**src/rtl/gf180mcu_fd_sc_mcu7t5v0__sadd_pkg.sv**
```systemverilog
// Shared definitions for the bit-serial adder sequencer: FSM state encoding
// and the legal operand width range.
package gf180mcu_fd_sc_mcu7t5v0__sadd_pkg;

    localparam int SADD_WIDTH_MIN = 2;
    localparam int SADD_WIDTH_MAX = 32;

    typedef enum logic [1:0] {
        S_IDLE = 2'd0,
        S_RUN  = 2'd1,
        S_DONE = 2'd2
    } sadd_state_e;

endpackage

```
**src/rtl/gf180mcu_fd_sc_mcu7t5v0__addf_func.sv**
```systemverilog
// Functional model of the library full-adder cell: one-bit sum and carry.
module gf180mcu_fd_sc_mcu7t5v0__addf_func (
    input  logic A,
    input  logic B,
    input  logic CI,
    output logic S,
    output logic CO
);

    assign S  = A ^ B ^ CI;
    assign CO = (A & B) | (A & CI) | (B & CI);

endmodule

```
**src/rtl/gf180mcu_fd_sc_mcu7t5v0__sadd_seq.sv**
```systemverilog
// Bit-serial adder: feeds one LSB-first bit pair per cycle through a single
// full-adder cell. Define GF180MCU_FD_SC_MCU7T5V0__SADD_SEQ_SUB_EN to add SUB (A-B).
module gf180mcu_fd_sc_mcu7t5v0__sadd_seq
    import gf180mcu_fd_sc_mcu7t5v0__sadd_pkg::*;
#(
    parameter int WIDTH = 8
) (
    input  logic             CLK,
    input  logic             RN,
    input  logic             START,
    input  logic [WIDTH-1:0] A_IN,
    input  logic [WIDTH-1:0] B_IN,
`ifdef GF180MCU_FD_SC_MCU7T5V0__SADD_SEQ_SUB_EN
    input  logic             SUB,
`endif
    output logic             BUSY,
    output logic             DONE,
    output logic [WIDTH-1:0] SUM,
    output logic             COUT
);

    localparam int CNT_W = $clog2(WIDTH + 1);
    localparam logic [CNT_W-1:0] LAST_BIT = CNT_W'(WIDTH - 1);

    if ((WIDTH < SADD_WIDTH_MIN) || (WIDTH > SADD_WIDTH_MAX)) begin : g_width_check
        $error("gf180mcu_fd_sc_mcu7t5v0__sadd_seq: WIDTH out of range");
    end

    sadd_state_e      state_q, state_d;
    logic [WIDTH-1:0] aSh_q, aSh_d;
    logic [WIDTH-1:0] bSh_q, bSh_d;
    logic [WIDTH-1:0] sum_q, sum_d;
    logic [CNT_W-1:0] cnt_q, cnt_d;
    logic             carry_q, carry_d;
    logic             cout_q, cout_d;
    logic             faB;
    logic             faS;
    logic             faCo;
    logic             loadCarry;

`ifdef GF180MCU_FD_SC_MCU7T5V0__SADD_SEQ_SUB_EN
    logic             sub_q, sub_d;

    // Subtraction is A + ~B + 1: invert B per bit and seed the carry with 1.
    assign faB       = bSh_q[0] ^ sub_q;
    assign loadCarry = SUB;
`else
    assign faB       = bSh_q[0];
    assign loadCarry = 1'b0;
`endif

    gf180mcu_fd_sc_mcu7t5v0__addf_func u_addf (
        .A  (aSh_q[0]),
        .B  (faB),
        .CI (carry_q),
        .S  (faS),
        .CO (faCo)
    );

    always_comb begin
        state_d = state_q;
        aSh_d   = aSh_q;
        bSh_d   = bSh_q;
        sum_d   = sum_q;
        cnt_d   = cnt_q;
        carry_d = carry_q;
        cout_d  = cout_q;
`ifdef GF180MCU_FD_SC_MCU7T5V0__SADD_SEQ_SUB_EN
        sub_d   = sub_q;
`endif
        case (state_q)
            S_IDLE, S_DONE: begin
                if (START) begin
                    aSh_d   = A_IN;
                    bSh_d   = B_IN;
                    sum_d   = '0;
                    cnt_d   = '0;
                    carry_d = loadCarry;
                    cout_d  = 1'b0;
`ifdef GF180MCU_FD_SC_MCU7T5V0__SADD_SEQ_SUB_EN
                    sub_d   = SUB;
`endif
                    state_d = S_RUN;
                end
            end
            S_RUN: begin
                sum_d   = {faS, sum_q[WIDTH-1:1]};
                carry_d = faCo;
                aSh_d   = aSh_q >> 1;
                bSh_d   = bSh_q >> 1;
                cnt_d   = cnt_q + CNT_W'(1);
                // Counter parks at zero outside RUN so it can never wrap.
                if (cnt_q == LAST_BIT) begin
                    cnt_d   = '0;
                    cout_d  = faCo;
                    state_d = S_DONE;
                end
            end
            default: begin
                state_d = S_IDLE;
            end
        endcase
    end

    always_ff @(posedge CLK or negedge RN) begin
        if (!RN) begin
            state_q <= S_IDLE;
            aSh_q   <= '0;
            bSh_q   <= '0;
            sum_q   <= '0;
            cnt_q   <= '0;
            carry_q <= 1'b0;
            cout_q  <= 1'b0;
`ifdef GF180MCU_FD_SC_MCU7T5V0__SADD_SEQ_SUB_EN
            sub_q   <= 1'b0;
`endif
        end else begin
            state_q <= state_d;
            aSh_q   <= aSh_d;
            bSh_q   <= bSh_d;
            sum_q   <= sum_d;
            cnt_q   <= cnt_d;
            carry_q <= carry_d;
            cout_q  <= cout_d;
`ifdef GF180MCU_FD_SC_MCU7T5V0__SADD_SEQ_SUB_EN
            sub_q   <= sub_d;
`endif
        end
    end

    assign BUSY = (state_q == S_RUN);
    assign DONE = (state_q == S_DONE);
    assign SUM  = sum_q;
    assign COUT = cout_q;

endmodule

```
**config.mk**
```make
export PLATFORM = sky130hd
export DESIGN_NAME = gf180mcu_fd_sc_mcu7t5v0__sadd_seq
export DESIGN_NICKNAME = d
export VERILOG_FILES = /design/src/rtl/gf180mcu_fd_sc_mcu7t5v0__sadd_pkg.sv /design/src/rtl/gf180mcu_fd_sc_mcu7t5v0__addf_func.sv /design/src/rtl/gf180mcu_fd_sc_mcu7t5v0__sadd_seq.sv
export SDC_FILE = /design/constraint.sdc
export NUM_CORES = 1
export LEC_CHECK = 0
export BUFFER_PORTS_ARGS = -buffer_cell sky130_fd_sc_hd__buf_2
export CAP_MARGIN = 20
export CORE_UTILIZATION = 52
export DETAILED_ROUTE_END_ITERATION = 10
export PLACE_DENSITY = 0.86
export SYNTH_ARGS = -nofsm -noshare
export SYNTH_HDL_FRONTEND = slang
export SYNTH_HIERARCHICAL = 1
export SYNTH_SLANG_ARGS = --single-unit
```
**constraint.sdc**
```tcl
create_clock -name CLK -period 1.45 [get_ports CLK]
set_input_delay 0.0725 -clock CLK [delete_from_list [all_inputs] [get_ports CLK]]
set_output_delay 0.0725 -clock CLK [all_outputs]
set_load 0.01 [all_outputs]
```
# After elaboration in Yosys (flattened, before gate mapping)
# Cells that the tools add are included.
[classes]
add_sub_neg = 1
eq_ne = 5
n_mux = 16
bitwise_logic = 7
reduce_logical = 6
[ops]
columns = ["cell", "count"]
rows = [
  ["one-hot mux 8 bit (2 select lines)", 3],
  ["two-way mux 8 bit", 3],
  ["two-way mux 4 bit", 2],
  ["one-hot mux 4 bit (2 select lines)", 1],
  ["adder 4 x 1 -> 4 bit, second input constant", 1],
  ["equality test 4 x 3 -> 1 bit, second input constant", 1],
  ["two-way mux 2 bit", 2],
  ["one-hot mux 1 bit (2 select lines)", 2],
  ["one-hot mux 2 bit (2 select lines)", 1],
  ["AND reduction 2 bit", 2],
  ["bitwise AND 1 bit", 3],
  ["AND reduction 3 bit", 1],
  ["equality test 2 x 1 -> 1 bit, second input constant", 1],
  ["equality test 2 bit, second input constant", 1],
  ["logical NOT 2 bit", 1],
  ["two-way mux 1 bit", 2],
  ["inequality test 2 x 1 -> 1 bit, second input constant", 1],
  ["inequality test 2 bit, second input constant", 1],
  ["OR 1 bit", 2],
  ["nonzero test 2 bit", 1],
  ["OR reduction 2 bit", 1],
  ["XOR 1 bit", 2],
]
[totals]
regBits = 32
input_bits = 19
output_inout_bits = 11
elab_cells = 42

# Depth between registers and ports, before layout
[logic_depth]
word_depth = 5
depth_mapped = 6
depth_no_buf = 4

# By module
# Netlist, hierarchy kept.
[modules_own_cells]
columns = ["mod", "instances", "cells_per_inst", "area_each_um2", "seq_area_each_um2"]
rows = [
  ["gf180mcu_fd_sc_mcu7t5v0__sadd_seq", 1, 136, 1363.8, 800.8],
  ["gf180mcu_fd_sc_mcu7t5v0__addf_func", 1, 1, 20.0, 0.0],
]

# Least setup slack after synthesis
# Ideal clock, no wire load.
[synth_timing]
kind = "register to register"
startpoint = "register cnt_q[0]"
endpoint = "register cnt_q[3]"
setup_time_ps = 73
arrival_ps = 1249
required_ps = 1377
path_slack_ps = 128
stages_incl_launch_ff = 4
path_buffers = 0
period_less_slack_ps = 1322
cell_sequence = "dfrtp_1 ha_1 or4_4 a21oi_2"
[synth_via]
elab_chain_len = 3
elab_cells_between_ends = 4
classes_between = "1 x add/sub; 1 x eq/ne; 2 x mux"
[synth_rtl]
columns = ["item", "line", "rtl"]
rows = [
  ["start: declaration", "gf180mcu_fd_sc_mcu7t5v0__sadd_seq.sv:33", "logic [CNT_W-1:0] cnt_q, cnt_d;"],
  ["start signal: assignment", "gf180mcu_fd_sc_mcu7t5v0__sadd_seq.sv:122", "cnt_q <= cnt_d;"],
  ["adder 4 x 1 -> 4 bit / equality test 4 x 3 -> 1 bit (equally long branches)", "gf180mcu_fd_sc_mcu7t5v0__sadd_seq.sv:91, gf180mcu_fd_sc_mcu7t5v0__sadd_seq.sv:93", ""],
  ["two-way mux 4 bit *", "gf180mcu_fd_sc_mcu7t5v0__sadd_seq.sv:93", "if (cnt_q == LAST_BIT) begin"],
  ["one-hot mux 4 bit (2 select lines) *", "gf180mcu_fd_sc_mcu7t5v0__sadd_seq.sv:71", "case (state_q)"],
]
# Mark *: on every way between the ends. The rest lies on a longest branch, timed or not.
# A chain may end at the register's enable or synchronous reset.

# Worst setup path after layout
# Same ends and word-level chain as after synthesis.

==> impl_metrics.toml <==
[finish]
num_antenna_cells = 0
num-nets-final = 207
area_growth_pct = 31.10
fin_util = 0.7257
layout-drive-gt1-share = 0.2781
finalInstanceArea_sq_mm = 0.001814

[routing]
ant_nets = 0
top_layer = "met4"
wl_met1_um = 1369
routedWlPerCell_um = 14.17
wl_met2_um = 1520
drtPass1Iterations = 4
avgViaCountPerCell = 5.452
routed-wl-met3_um = 150
wl_um = 3075
drt_iter0_drc = 18
vias = 1183
drc = 0

[timing]
tightest_slew_ns = 0.6921
max_slew_margin = 0.5386
fmax_mhz = 716.6
setup_viol = 0
final.setup.tns_ns = 0
fin_crit_sh = 0.9624
fin_ws_ns = 0.05445
drv_slew = 0
period_needed_ns = 1.396
finClkSkew_ns = 0.008649
hold_viol_final = 1
whs_ns = -0.001637

[cts]
clock_sinks = 32
cts_inserted_buffers = 5
htreeDepth = 2
insertion_delay_ns = 0.34
clk_path_buf_depth = 2
clk_pin_slew_ns = 0.10
cts_tree = "built"
cts_root_buffer = "clkbuf_4"

[pwr]
comb_power_share = 0.437
power.density_mw_per_mm2 = 2174
p_int_w = 0.002446
leakage_nw = 0.8841
pwr-share-clk = 0.171
ir_worst_vdd_uv = 2041
switchingPower_w = 0.001498
seqPwrFrac = 0.392
swShare = 0.3799

[run_status]
status = "finished, violations left"
violations = "hold timing"

[floorplan]
die_h_um = 53.59
io_pins = 30
die_x_um = 53.59
num_rows = 18
dieArea_sq_mm = 0.002871
coreArea_sq_mm = 0.002500
start_util = 0.5536

[yosys]
synth_fp_nets = 158
synth_cell_types = 25
synth_top_cells_by_area = "dfrtp_1, nand2_1, a22o_1"
yosysTopAreaCell = "dfrtp_1"
syn_area_sq_mm = 0.001384
synth_top_area_frac = 0.5787
yosys_warnings = 6
avgSynthCellArea_sq_um = 10.10
ys_ff_latch = 32
synth-seq-area-share = 0.5787
synthCells = 137

[worst_setup_path]
crit_arrival_ns = 1.67
cp-start-kind = "flop"
regToRegSetupSlack_ns = 0.05
crit_fanout = 4
crit_required_ns = 1.73
end_kind = "flop"
criticalPathCategory = "reg -> reg"

[global_route]
grt_pass1_vias = 1123
gr-total-overflow = 0
grt_max_degree = 33
grt_usage = 0.2411
grt_pass1_wl_um = 4823
grt_antenna_before_repair = 0

[placed_design]
place_ws_ns = -0.006130
port_buffers = 29
post_dp_cell_area_sq_mm = 0.001551
gp_congestion = 0.7685
dp_hpwl_um = 1946

[job]
cap_violations = 0

[hold_path]
holdCritPathClass = "in -> reg"
cell usage after synthesis:
| master | count |
|---|---|
| a21oi_1 | 1 |
| a21oi_2 | 1 |
| a22o_1 | 11 |
| a31oi_1 | 14 |
| buf_2 | 6 |
| buf_6 | 1 |
| clkbuf_1 | 3 |
| dfrtp_1 | 32 |
| fa_1 | 1 |
| ha_1 | 1 |
| inv_1 | 2 |
| inv_2 | 1 |
| mux2_2 | 1 |
| mux2i_1 | 1 |
| nand2_1 | 33 |
| nand2b_1 | 2 |
| nand3_1 | 2 |
| nand3b_1 | 1 |
| nor2_1 | 15 |
| nor2b_1 | 2 |
| o211ai_1 | 1 |
| o21ai_0 | 2 |
| o2bb2ai_1 | 1 |
| o31ai_1 | 1 |
| or4_4 | 1 |
routing by layer:
metal	track usage	vias to the layer above
li1	-	563
met1	0.2921	583
met2	0.4146	32
met3	0.05085	5
met4	0.1009	0
met5	0	-
kinds of logic after synthesis:
group / count (synthesis) / share of synthesized area
AND/OR/NAND/NOR: 56 / 0.1691
AO/OA/AOI/OAI: 32 / 0.1673
flip-flops: 32 / 0.5787
buffers and inverters: 13 / 0.04611
multiplexers: 2 / 0.01537
adder cells (fa/ha/maj): 2 / 0.02351
cell usage in the layout (no fill, tap or decap), drive strengths merged, types with 2 or more instances in the layout:
cell type / count
a22o: 11
o21ai: 2
nand3: 2
dlygate4sd3: 14
nor2b: 2
buf: 38
nand2b: 2
clkbuf: 5
nor2: 15
a31oi: 14
dfrtp: 32
a21oi: 2
nand2: 33
inv: 3
worst paths after layout:
kind,start,to,cells past startpoint
worst min-delay path,B_IN[0],bSh_q[0],3
worst max-delay path,cnt_q[0],cnt_q[3],3
min in group asynchronous,RN,SUM[2],2
max in group asynchronous,RN,bSh_q[4],2
worst max register to register,cnt_q[0],cnt_q[3],3
worst min register to register,SUM[0],SUM[0],1
sequential cells by signal (all words and copies together), names as in the netlist:
register  flops
SUM           8
bSh_q         8
aSh_q         8
carry_q       1
state_q       2
COUT          1
cnt_q         4
worst max-delay path, cell delays in order (launching register included):
cell and delay, ns:
dfrtp_1 0.41, ha_1 0.25, or4_4 0.55, a21oi_2 0.13
power by group through the flow:
stage          clock network, W  logic (W)  registers [W]
4_1_cts                0.000683    0.00160        0.00155
5_1_grt                0.000718    0.00191        0.00160
3_5_place_dp                  0    0.00155        0.00156
6_report               0.000676    0.00172        0.00155
3_3_place_gp                  0    0.00146        0.00154
2_1_floorplan                 0    0.00112        0.00155
cell type report:
type,count,area [sq um]
Clock buffer,5,37.54
Clock inverter,3,42.54
Fill cell,181,685.7
Inverter,3,11.26
Multi-Input combinational cell,92,524.3
Sequential cell,32,800.8
Tap cell,30,37.54
Timing Repair Buffer,52,360.3
metrics by stage:
stage / power [W] / instances / hold slack (ns)
after detailed placement: 0.003109 / 191 / 0.1561
after CTS: 0.003837 / 213 / 0.003045
after global placement: 0.002999 / 191 / 0.1409
final: 0.003944 / 217 / -0.001637
after floorplan: 0.002664 / 137 / -0.2231
after global routing: 0.004226 / 217 / 0.01008
what timing repair did:
| action | CTS | global route |
|---|---|---|
| buffers inserted | 0 | 4 |
| endpoints found under the hold margin | 45 | 0 |
| setup endpoints to repair | 5 | 2 |
| resized for setup | 1 | 3 |
| hold buffers | 14 | 0 |
Power figures use the tool's default switching activity.
